===== config.mk =====
export PLATFORM = sky130hd
export DESIGN_NAME = vend_credit
export DESIGN_NICKNAME = d
export VERILOG_FILES = /design/src/rtl/vend_pkg.sv /design/src/rtl/bin2bcd.sv /design/src/rtl/vend_credit.sv
export SDC_FILE = /design/constraint.sdc
export NUM_CORES = 1
export LEC_CHECK = 0
export BUFFER_PORTS_ARGS = -buffer_cell sky130_fd_sc_hd__buf_2
export CAP_MARGIN = 20
export CORE_MARGIN = 2
export CORE_UTILIZATION = 41
export DETAILED_ROUTE_END_ITERATION = 7
export PLACE_DENSITY_LB_ADDON = 0.15
export SYNTH_ARGS = -nofsm -noshare
export SYNTH_HDL_FRONTEND = slang
export SYNTH_SLANG_ARGS = --single-unit

===== constraint.sdc =====
create_clock -name clk -period 2.9 [get_ports clk]
set_input_delay 0.145 -clock clk [delete_from_list [all_inputs] [get_ports clk]]
set_output_delay 0.145 -clock clk [all_outputs]
set_load 0.05 [all_outputs]

===== src/rtl/vend_pkg.sv =====
// Shared types and constants for the vending credit controller.
package vend_pkg;

    typedef enum logic [1:0] {
        IDLE,
        CREDIT,
        DISPENSE,
        REFUND
    } vend_state_t;

    localparam int unsigned COIN5  = 5;
    localparam int unsigned COIN10 = 10;
    localparam int unsigned COIN25 = 25;

    typedef logic [3:0] bcd_t;

    // Double-dabble correction: a digit of 5 or more would overflow on the next shift.
    function automatic bcd_t dabble_adj(input bcd_t d);
        return (d >= 4'd5) ? bcd_t'(d + 4'd3) : d;
    endfunction

endpackage


===== src/rtl/bin2bcd.sv =====
// Free-running sequential double-dabble converter: sample, W shift steps, then load digits.
module bin2bcd
    import vend_pkg::*;
#(
    parameter int unsigned W = 8
) (
    input  logic         clk,
    input  logic         reset,
    input  logic [W-1:0] bin,
    output bcd_t         hund,
    output bcd_t         tens,
    output bcd_t         ones,
    output logic         done
);

    localparam int unsigned CW = $clog2(W + 1);

    logic [CW-1:0] cnt_q, cnt_d;
    logic [W-1:0]  sr_q, sr_d;
    logic [11:0]   acc_q, acc_d;
    logic [11:0]   acc_adj;
    bcd_t          hund_q, hund_d, tens_q, tens_d, ones_q, ones_d;
    logic          done_q, done_d;

    always_ff @(posedge clk) begin
        if (reset) begin
            cnt_q  <= '0;
            sr_q   <= '0;
            acc_q  <= '0;
            hund_q <= '0;
            tens_q <= '0;
            ones_q <= '0;
            done_q <= 1'b0;
        end else begin
            cnt_q  <= cnt_d;
            sr_q   <= sr_d;
            acc_q  <= acc_d;
            hund_q <= hund_d;
            tens_q <= tens_d;
            ones_q <= ones_d;
            done_q <= done_d;
        end
    end

    always_comb begin
        acc_adj = {dabble_adj(acc_q[11:8]), dabble_adj(acc_q[7:4]), dabble_adj(acc_q[3:0])};
        cnt_d   = cnt_q;
        sr_d    = sr_q;
        acc_d   = acc_q;
        hund_d  = hund_q;
        tens_d  = tens_q;
        ones_d  = ones_q;
        done_d  = 1'b0;
        // Count 0 both publishes the finished conversion and samples the next input.
        if (cnt_q == '0) begin
            hund_d = acc_q[11:8];
            tens_d = acc_q[7:4];
            ones_d = acc_q[3:0];
            done_d = 1'b1;
            sr_d   = bin;
            acc_d  = '0;
            cnt_d  = CW'(1);
        end else begin
            {acc_d, sr_d} = {acc_adj, sr_q} << 1;
            cnt_d = (cnt_q == CW'(W)) ? '0 : cnt_q + CW'(1);
        end
    end

    assign hund = hund_q;
    assign tens = tens_q;
    assign ones = ones_q;
    assign done = done_q;

endmodule


===== src/rtl/vend_credit.sv =====
// Coin-credit controller: accumulates coins, vends, refunds in 5p pulses, and drives BCD credit digits.
module vend_credit
    import vend_pkg::*;
#(
    parameter int unsigned PRICE      = 75,
    parameter int unsigned MAX_CREDIT = 195
) (
    input  logic clk,
    input  logic reset,
    input  logic coin_5,
    input  logic coin_10,
    input  logic coin_25,
    input  logic vend_req,
    input  logic cancel,
    output logic dispense,
    output logic change_5,
    output logic coin_reject,
    output logic short_credit,
    output bcd_t digit_hund,
    output bcd_t digit_tens,
    output bcd_t digit_ones,
    output logic busy
);

    vend_state_t state_q, state_d;
    logic [7:0]  credit_q, credit_d;
    logic        dispense_q, dispense_d, change_5_q, change_5_d;
    logic        coin_reject_q, coin_reject_d, short_credit_q, short_credit_d;
    logic        busy_q, busy_d;
    logic        any_coin, one_coin, coin_accept, accepting;
    logic [7:0]  coin_val;
    logic [8:0]  credit_sum;
    logic        bcd_done;

    always_ff @(posedge clk) begin
        if (reset) begin
            state_q        <= IDLE;
            credit_q       <= '0;
            dispense_q     <= 1'b0;
            change_5_q     <= 1'b0;
            coin_reject_q  <= 1'b0;
            short_credit_q <= 1'b0;
            busy_q         <= 1'b0;
        end else begin
            state_q        <= state_d;
            credit_q       <= credit_d;
            dispense_q     <= dispense_d;
            change_5_q     <= change_5_d;
            coin_reject_q  <= coin_reject_d;
            short_credit_q <= short_credit_d;
            busy_q         <= busy_d;
        end
    end

    always_comb begin
        any_coin   = coin_5 | coin_10 | coin_25;
        one_coin   = ($countones({coin_25, coin_10, coin_5}) == 1);
        coin_val   = coin_25 ? 8'(COIN25) : (coin_10 ? 8'(COIN10) : 8'(COIN5));
        credit_sum = {1'b0, credit_q} + {1'b0, coin_val};
        accepting  = (state_q == IDLE) || (state_q == CREDIT);
    end

    always_comb begin
        state_d     = state_q;
        credit_d    = credit_q;
        coin_accept = 1'b0;
        unique case (state_q)
            IDLE, CREDIT: begin
                if (cancel && state_q == CREDIT) begin
                    state_d = REFUND;
                end else if (vend_req) begin
                    if (state_q == CREDIT && credit_q >= 8'(PRICE)) begin
                        state_d  = DISPENSE;
                        credit_d = credit_q - 8'(PRICE);
                    end
                end else if (!cancel && one_coin && credit_sum <= 9'(MAX_CREDIT)) begin
                    state_d     = CREDIT;
                    credit_d    = credit_sum[7:0];
                    coin_accept = 1'b1;
                end
            end
            DISPENSE: state_d = (credit_q != '0) ? REFUND : IDLE;
            REFUND: begin
                credit_d = credit_q - 8'(COIN5);
                if (credit_q == 8'(COIN5)) state_d = IDLE;
            end
            default: state_d = IDLE;
        endcase
    end

    // Pulses are decoded from the next state so they line up with the state they describe.
    always_comb begin
        dispense_d     = (state_d == DISPENSE);
        change_5_d     = (state_d == REFUND);
        busy_d         = (state_d == DISPENSE) || (state_d == REFUND);
        coin_reject_d  = any_coin && !coin_accept;
        short_credit_d = accepting && vend_req && !(cancel && state_q == CREDIT)
                         && ((state_q == IDLE) || (credit_q < 8'(PRICE)));
    end

    bin2bcd #(.W(8)) u_bin2bcd (
        .clk   (clk),
        .reset (reset),
        .bin   (credit_q),
        .hund  (digit_hund),
        .tens  (digit_tens),
        .ones  (digit_ones),
        .done  (bcd_done)
    );

    assign dispense     = dispense_q;
    assign change_5     = change_5_q;
    assign coin_reject  = coin_reject_q;
    assign short_credit = short_credit_q;
    assign busy         = busy_q;

endmodule


==> flow_metrics.py <==
metrics = {
    "worst_setup_path": {
        "worstPathRequired_ns": 3.10,
        "reg2regPathDepth": 9,
        "cpMaxStageDelayCell": "fa_1",
        "cp-end-kind": "flip-flop",
        "reg2reg_setup_slack_ns": 0.13,
        "critPathMaxStageDelay_ns": 0.45,
        "reg2reg_from": "credit_q[0]$_SDFFE_PP0P_",
        "crit_family": "compound AO/OA/AOI/OAI gates",
        "crit_path_start_kind": "flip-flop",
        "path_class": "reg -> reg",
        "r2r_end": "credit_q[5]$_SDFFE_PP0P_",
        "worstPathMaxFanout": 7,
        "critPathBufInv": 0,
        "crit_arrival_ns": 2.96,
        "critical_path.cell_chain": "ha_1, fa_1, a21oi_1, o22ai_1, xor2_1, o21ai_0, o21ai_2, a211oi_1, mux2_1",
    },
    "power": {
        "seq_power_share": 0.491,
        "p_sw_frac": 0.327,
        "p_leak_nw": 1.29,
        "p_clk_frac": 0.287,
        "p_int_mw": 1.02,
        "power_switching_mw": 0.495,
        "pwr-share-comb": 0.222,
        "power_density_nw_per_um2": 489,
        "ir_drop_mv": 0.251,
    },
    "job": {
        "max_cap_viol_count": 0,
    },
    "timing": {
        "min_period_ns": 2.77,
        "maxSlewHeadroom": 0.553,
        "worst_slew_pin_slew_ns": 0.667,
        "postLayoutSetupSlackWorst_ns": 0.135,
        "maxSlewViolCount": 0,
        "fmax_ghz": 0.362,
        "fin_worst_skew_ns": 0.00837,
        "hold_viol": 0,
        "setup_viol": 0,
        "post-route-period-util": 0.953,
        "tns_ns": 0,
        "rsz0062_at_grt": "no",
        "fin_hold_ws_ns": 0.0655,
    },
    "clocking": {
        "post_cts_buffers": 0,
        "cts_max_level": 2,
        "cts_sinks": 50,
        "clockBufferDepth": 2,
        "cts_tree": "built",
        "cts_made_buffers": 5,
        "cts-hold-fix-buffers": 0,
        "cts-resized-gates": 0,
        "root_buffer": "clkbuf_8",
        "insertion_delay_ns": 0.31,
        "cts.reportedPaths.clkPinSlew_ns": 0.10,
    },
    "logic_synthesis": {
        "async_flop_share": 0,
        "ys_ff_latch": 50,
        "synth_area_leader_cell": "dfxtp_1",
        "syn_inst": 324,
        "synth-edff-count": 0,
        "synthesis.nets": 350,
        "synth_area_sq_um": 2830,
        "yosysSeqAreaShare": 0.354,
        "synth.area.top_cells": "dfxtp_1 (35%), ha_1 (7.5%), a22o_1 (5.9%)",
        "yosysUniqueCellTypes": 62,
        "yosys_warnings": 0,
        "synth_ff_type": "dfxtp_1",
        "synth_top_area_share": 0.354,
        "avgSynthCellArea_sq_um": 8.72,
    },
    "place": {
        "portBuffers": 23,
        "gp_congestion": 0.867,
        "dp_hpwl_um": 4670,
        "placed_area_sq_um": 3000,
        "preCtsSetupSlack_ns": 0.0989,
    },
    "detailed_routing": {
        "drc_errors": 0,
        "final_antenna_net_count": 0,
        "routed_via_density": 5.71,
        "drt-initial-drc-count": 110,
        "drt_pass1_iterations": 4,
        "vias": 2433,
        "wl_um": 6350,
        "wl_per_cell_um": 14.9,
    },
    "global_routing": {
        "grt_max_degree": 21,
        "grt_pass1_wl_um": 10900,
        "grt_pass1_vias": 2266,
        "grt_overflow": 0,
        "grt_use_total": 0.180,
        "antenna_found_initial": 0,
    },
    "cells_and_area": {
        "diodes": 0,
        "multiInputGateArea_sq_um": 1620,
        "final_cell_mix": "dfxtp_1 (50), nor2_1 (28), a21oi_1 (25)",
        "utilization": 0.460,
        "regArea_sq_um": 1000,
        "areaGrowthSynthToFinish_pct": 9.48,
        "mostFrequentLayoutCell": "dfxtp_1",
        "stdcell_area_sq_um": 3090,
        "drive_gt1_frac": 0.162,
        "final_nets": 371,
        "fillers": 662,
    },
    "floorplanning": {
        "ios": 24,
        "fp.dieW_um": 87.0,
        "chipHeight_um": 87.0,
        "start_util": 0.420,
        "die_area_sq_um": 7570,
        "core-area_sq_um": 6720,
        "core.rowCount": 30,
    },
    "min_path": {
        "hold_start": "cancel",
        "whs_path_depth": 2,
        "worstHoldPathType": "in -> reg",
        "holdPathEnd": "dispense$_SDFF_PP0_",
    },
    "status": {
        "status": "completed",
    },
}
==> worst max-delay path by stage <==
stage | to | from | depth (start not counted)
floorplan | credit_q[5]$_SDFFE_PP0P_ | credit_q[1]$_SDFFE_PP0P_ | 8
global placement | credit_q[5]$_SDFFE_PP0P_ | coin_25 | 12
detailed placement | credit_q[5]$_SDFFE_PP0P_ | coin_25 | 12
CTS | credit_q[5]$_SDFFE_PP0P_ | credit_q[4]$_SDFFE_PP0P_ | 8
global route | credit_q[5]$_SDFFE_PP0P_ | credit_q[0]$_SDFFE_PP0P_ | 9
finish | credit_q[5]$_SDFFE_PP0P_ | credit_q[0]$_SDFFE_PP0P_ | 9
==> worst reg2reg max path: cells and delay by family (launching register included) <==
| family | cells | cell delay [ns] |
|---|---|---|
| fa+ha+maj | 2 | 0.72 |
| flops | 1 | 0.41 |
| xor+xnor | 1 | 0.16 |
| mux | 1 | 0.36 |
| compound gates | 5 | 1.02 |
==> power by group through the flow <==
stage          clock, mW  combinational (mW)  sequential, mW
2_1_floorplan          0               0.257           0.755
3_3_place_gp           0               0.331           0.756
4_1_cts            0.453               0.334           0.741
3_5_place_dp           0               0.332           0.757
6_report           0.434               0.336           0.741
5_1_grt            0.483               0.377           0.746
==> per-stage QoR <==
| step | power [mW] | std cells |
|---|---|---|
| final | 1.51 | 426 |
| after global routing | 1.61 | 426 |
| after CTS | 1.53 | 426 |
| after detailed placement | 1.09 | 418 |
| after global placement | 1.09 | 417 |
| after floorplan | 1.01 | 324 |
==> final cells by class <==
type	count	area share
Multi-Input combinational cell	232	0.524
Sequential cell	50	0.324
Timing Repair Buffer	32	0.0603
Tap cell	80	0.0324
Inverter	24	0.0291
Clock buffer	5	0.0222
Clock inverter	3	0.00850
==> cell usage after synthesis, types with 3 or more instances <==
cell type,instances
xor2_1,3
ha_1,17
clkbuf_1,11
nand2_1,22
clkbuf_8,3
nor4_1,3
a22o_1,19
a211oi_1,4
nand3_1,10
nor3_1,3
o21a_1,4
o22ai_1,3
a221oi_1,3
o31ai_1,3
o2111ai_1,4
nor2_1,28
xnor2_1,6
o21ai_0,19
nand2b_1,7
inv_1,23
buf_6,3
dfxtp_1,50
a21oi_1,25
==> metal layers <==
| metal | track usage | vias to the layer above | share of wire |
|---|---|---|---|
| met3 | 0.0332 | 9 | 0.049 |
| met4 | 0.0597 | 0 | 0.015 |
| met5 | 0 | - | 0 |
| li1 | - | 1206 | - |
| met2 | 0.284 | 73 | 0.45 |
| met1 | 0.247 | 1145 | 0.48 |
==> cells by family (layout without fill, tap and decap cells) <==
kind of cell / Yosys count / after routing / synth area share
AND/OR/NAND/NOR: 91 / 91 / 0.161
multiplexers: 3 / 3 / 0.0115
adder cells (fa/ha/maj): 19 / 19 / 0.0895
flip-flops: 50 / 50 / 0.354
buffers and inverters: 42 / 64 / 0.0748
XOR/XNOR: 9 / 9 / 0.0279
AO/OA/AOI/OAI: 110 / 110 / 0.281
==> state kept, by name, indices dropped and copies added (netlist names) <==
| signal | flops |
|---|---|
| u_bin2bcd.sr_q | 8 |
| change_5 | 1 |
| coin_reject | 1 |
| u_bin2bcd.hund | 4 |
| credit_q | 8 |
| dispense | 1 |
| u_bin2bcd.tens | 4 |
| short_credit | 1 |
| u_bin2bcd.acc_q | 12 |
| state_q | 1 |
| busy | 1 |
| u_bin2bcd.ones | 4 |
| u_bin2bcd.cnt_q | 4 |
(Power assumes the default switching activity.)
